### src/rtl/compare_stream_tracker.sv
// Streaming sample comparator: compares each accepted sample with the previous one and
// tracks running max/min plus an equal-run count. Define SIGNED_CMP_EN for two's-complement ordering.
module compare_stream_tracker (
   input  logic       clk,
   input  logic       rst,
   input  logic       clr,
   input  logic       in_valid,
   input  logic [0:3] in_data,
   output logic       in_ready,
   output logic       out_valid,
   input  logic       out_ready,
   output logic       out_G,
   output logic       out_L,
   output logic       out_E,
   output logic       out_first,
   output logic [0:3] max_val,
   output logic [0:3] min_val,
   output logic [0:3] eq_run
);

   typedef enum logic {EMPTY, TRACK} state_t;

   state_t     r_state;
   logic [0:3] r_prev;
   logic [0:3] r_max;
   logic [0:3] r_min;
   logic [0:3] r_eq_run;
   logic       r_out_valid;
   logic       r_out_first;
   logic       r_out_g;
   logic       r_out_l;
   logic       r_out_e;

   logic       w_in_xfer;
   logic       w_gt_prev;
   logic       w_lt_prev;

   // Ordering key: flipping the sign bit maps two's complement onto unsigned order.
   function automatic logic [0:3] f_key(input logic [0:3] a);
`ifdef SIGNED_CMP_EN
      return {~a[0], a[1:3]};
`else
      return a;
`endif
   endfunction

   function automatic logic f_gt(input logic [0:3] a, input logic [0:3] b);
      return f_key(a) > f_key(b);
   endfunction

   function automatic logic f_lt(input logic [0:3] a, input logic [0:3] b);
      return f_key(a) < f_key(b);
   endfunction

   function automatic logic [0:3] f_sat_inc(input logic [0:3] a);
      return (a == 4'd15) ? a : a + 4'd1;
   endfunction

   assign in_ready  = !rst && !clr && (!r_out_valid || out_ready);
   assign w_in_xfer = in_valid && in_ready;
   assign w_gt_prev = f_gt(in_data, r_prev);
   assign w_lt_prev = f_lt(in_data, r_prev);

   always_ff @(posedge clk) begin
      if (rst || clr) begin
         r_state     <= EMPTY;
         r_prev      <= '0;
         r_max       <= '0;
         r_min       <= '0;
         r_eq_run    <= '0;
         r_out_valid <= 1'b0;
         r_out_first <= 1'b0;
         r_out_g     <= 1'b0;
         r_out_l     <= 1'b0;
         r_out_e     <= 1'b0;
      end else if (w_in_xfer) begin
         r_out_valid <= 1'b1;
         r_prev      <= in_data;
         case (r_state)
            EMPTY: begin
               r_state     <= TRACK;
               r_out_first <= 1'b1;
               r_out_g     <= 1'b0;
               r_out_l     <= 1'b0;
               r_out_e     <= 1'b0;
               r_max       <= in_data;
               r_min       <= in_data;
               r_eq_run    <= '0;
            end
            TRACK: begin
               r_state     <= TRACK;
               r_out_first <= 1'b0;
               r_out_g     <= w_gt_prev;
               r_out_l     <= w_lt_prev;
               r_out_e     <= !w_gt_prev && !w_lt_prev;
               if (f_gt(in_data, r_max))
                  r_max <= in_data;
               if (f_lt(in_data, r_min))
                  r_min <= in_data;
               r_eq_run    <= (w_gt_prev || w_lt_prev) ? 4'd0 : f_sat_inc(r_eq_run);
            end
            default: r_state <= EMPTY;
         endcase
      end else if (out_ready) begin
         // Result consumed with nothing new arriving: drop valid, keep the rest.
         r_out_valid <= 1'b0;
      end
   end

   assign out_valid = r_out_valid;
   assign out_first = r_out_first;
   assign out_G     = r_out_g;
   assign out_L     = r_out_l;
   assign out_E     = r_out_e;
   assign max_val   = r_max;
   assign min_val   = r_min;
   assign eq_run    = r_eq_run;

endmodule

### config.mk
export PLATFORM = sky130hd
export DESIGN_NAME = compare_stream_tracker
export DESIGN_NICKNAME = d
export VERILOG_FILES = /design/src/rtl/compare_stream_tracker.sv
export SDC_FILE = /design/constraint.sdc
export NUM_CORES = 1
export LEC_CHECK = 0
export CELL_PAD_IN_SITES_DETAIL_PLACEMENT = 2
export CELL_PAD_IN_SITES_GLOBAL_PLACEMENT = 2
export CORE_UTILIZATION = 32
export CTS_CLUSTER_SIZE = 25
export DETAILED_ROUTE_END_ITERATION = 8
export PLACE_DENSITY_LB_ADDON = 0.2
export SLEW_MARGIN = 20
export SYNTH_ARGS = -nofsm -noshare
export SYNTH_HDL_FRONTEND = slang
export SYNTH_SLANG_ARGS = --single-unit
### constraint.sdc
create_clock -name clk -period 2.7 [get_ports clk]
set_clock_uncertainty 0.2 [all_clocks]
set_input_delay 0.675 -clock clk [delete_from_list [all_inputs] [get_ports clk]]
set_output_delay 0.675 -clock clk [all_outputs]
set_load 0.005 [all_outputs]
==> results.json <==
{
  "most-common-layout-cells": "clkdlybuf4s50_1 (23), dfxtp_1 (22), buf_4 (17), inv_1 (13), nor2_1 (13)",
  "min_period_over_period": 0.959,
  "synth-compound-area-share": 0.192,
  "clock-sinks": 22,
  "comb_power_share": 0.167,
  "finalPower_mw": 0.695,
  "area_growth_pct": 40.7,
  "fin_crit_ps": 2590,
  "p_switching_mw": 0.179,
  "critPathKind": "in2reg",
  "clockPowerShare": 0.351,
  "synth_cell_type_count": 37,
  "start_util": 0.346,
  "rsz0062_at_grt": "no",
  "insertedDiodeCount": 0,
  "hold_viol_final": 0,
  "nNetsFinal": 193,
  "clockRootBuffer": "clkbuf_8",
  "wl_um": 3930,
  "power_leakage_nw": 0.662,
  "r2r-end": "eq_run[2]$_SDFFE_PP0P_",
  "max_freq_mhz": 386,
  "htree_levels": 1,
  "mostFrequentLayoutCell": "clkdlybuf4s50_1",
  "antenna_found_initial": 0,
  "reg2reg_depth": 7,
  "crit_fanout": 4,
  "cap_violations": 0,
  "io_pins": 27,
  "dieWidth_um": 63.0,
  "r2r-start": "r_prev[0]$_SDFFE_PP0P_",
  "synthMuxAreaShare": 0.0673,
  "setup_violations": 0,
  "max_slew.worst_pin.slew_ps": 488,
  "first_global_vias": 1310,
  "io_buffer_count": 26,
  "dr.pass1.iters": 4,
  "holdWs_ps": 297,
  "ant_nets": 0,
  "num_vias": 1137,
  "drive_above_1_share": 0.181,
  "grt_max_degree": 21,
  "grt_pass1_wl_um": 6560,
  "async_flop_share": 0,
  "core_area_mm2": 0.00344,
  "r2r_slack_ps": 610,
  "drt_iter0_drc": 21,
  "postSynthCellCount": 127,
  "drt-vias-per-instance": 5.24,
  "die-area_mm2": 0.00397,
  "synthSimpleGateAreaFrac": 0.186,
  "outcome": "finished, final reports clean",
  "synthAdderAreaFrac": 0.126,
  "clk_pin_slew_ps": 80,
  "crit_required_ps": 2660,
  "yosys_warnings": 0,
  "avgSynthCellArea_um2": 9.37,
  "netlist_area_mm2": 0.00119,
  "postCtsSetupBuffers": 0,
  "pwr-share-seq": 0.482,
  "timing.slew.headroom": 0.673,
  "syn_nets": 148,
  "routedWlPerCell_um": 18.1,
  "synth-seq-cells": 22,
  "cp.arrival_ps": 2550,
  "grt_use_total": 0.218,
  "p_sw_frac": 0.257,
  "place.gp.congestion": 0.748,
  "ys_seq_area_frac": 0.370,
  "start_kind": "input pin",
  "die_h_um": 63.0,
  "power_density_mw_per_mm2": 415,
  "rows": 21,
  "synth_top_family_by_area": "compound AO/OA/AOI/OAI gates",
  "cts_tree": "built",
  "hp-start": "r_prev[2]$_SDFFE_PP0P_",
  "hold_path.class": "reg2reg",
  "overflow": 0,
  "synth-main-ff-cell": "dfxtp_1",
  "post-route-util": 0.486,
  "hold_buffers": 0,
  "endpoint_kind": "flip-flop",
  "hold_end": "r_prev[2]$_SDFFE_PP0P_",
  "drcViolationCount": 0,
  "fin_setup_tns_ps": 0,
  "cts_buffer_depth": 2,
  "hpwlAfterDp_um": 3080,
  "slew_violations": 0,
  "holdPathStages": 2,
  "clock_latency_ps": 270,
  "numCtsBuffers": 3,
  "synth-edff-count": 0,
  "synth_xor_area_frac": 0,
  "irDropWorstVdd_mv": 0.216,
  "cellInternalPower_mw": 0.516
}
[cell usage after synthesis (2+ instances only)]
master / n / area [um^2]
a21oi_1: 6 / 30.0
a32o_1: 2 / 20.0
dfxtp_1: 22 / 440
ha_1: 12 / 150
inv_1: 13 / 48.8
mux2i_1: 8 / 80.1
nand2_1: 9 / 33.8
nand2b_1: 2 / 12.5
nand3_1: 4 / 20.0
nor2_1: 13 / 48.8
nor2b_1: 3 / 18.8
o21ai_0: 6 / 30.0
o31ai_1: 3 / 22.5
[worst max-delay path by stage]
| stage | startpoint | to | slack, ps | depth (start not counted) |
|---|---|---|---|---|
| floorplan | rst | in_ready | 390 | 4 |
| global placement | rst | in_ready | -200 | 4 |
| detailed placement | rst | in_ready | -220 | 4 |
| CTS | rst | in_ready | 40 | 4 |
| global route | in_data[2] | eq_run[2]$_SDFFE_PP0P_ | 10 | 7 |
| finish | in_data[2] | eq_run[2]$_SDFFE_PP0P_ | 110 | 7 |
[final cells by class]
type | count | area, um^2
fill | 383 | 1770
sequential | 22 | 440
multi-input combinational | 89 | 681
clock buffer | 4 | 55.1
inverter | 13 | 48.8
tap | 46 | 57.6
timing repair buffer | 43 | 392
[state kept, by name, summed over array words and instances (netlist names)]
signal and flops:
out_L 1, out_first 1, out_G 1, eq_run 4, out_E 1, r_state 1, max_val 4, min_val 4
out_valid 1, r_prev 4
[cells by family after synthesis]
family | Yosys count
flops | 22
simple gates | 40
compound gates | 29
buf+inv | 16
fa+ha+maj | 12
mux | 8
[per-stage QoR]
step | cells | instance area (um^2) | worst slack (ps)
floorplan | 127 | 1190 | 390
global placement | 213 | 1620 | -200
detailed placement | 213 | 1620 | -222
CTS | 217 | 1670 | 41.8
global route | 217 | 1670 | 14.9
finish | 217 | 1670 | 111
[critical path, stage by stage]
cell and delay (ps):
clkdlybuf4s50_1 450, ha_1 340, a21oi_1 270, a2111oi_2 140, buf_4 170, a41o_1 250, a32o_1 260
[timing repair]
action                                  CTS  global route
hold endpoints to repair                  0             0
resized for setup                         1             2
cloned                                    0             0
endpoints found under the setup margin    1             3
pin swaps                                 0             2
[power groups by stage]
| stage | logic [mW] | registers, mW | clock network, mW |
|---|---|---|---|
| global placement | 0.107 | 0.342 | 0 |
| detailed placement | 0.115 | 0.342 | 0 |
| global route | 0.127 | 0.335 | 0.263 |
| CTS | 0.118 | 0.335 | 0.254 |
| floorplan | 0.0540 | 0.341 | 0 |
| finish | 0.116 | 0.335 | 0.244 |
[per-layer routing]
metal | wire length (um) | global-route usage
met5 | 0 | 0
met4 | 106 | 0.0901
met3 | 93 | 0.0328
met2 | 2070 | 0.395
met1 | 1660 | 0.252
Note: power is estimated with default switching activity, not from simulation.
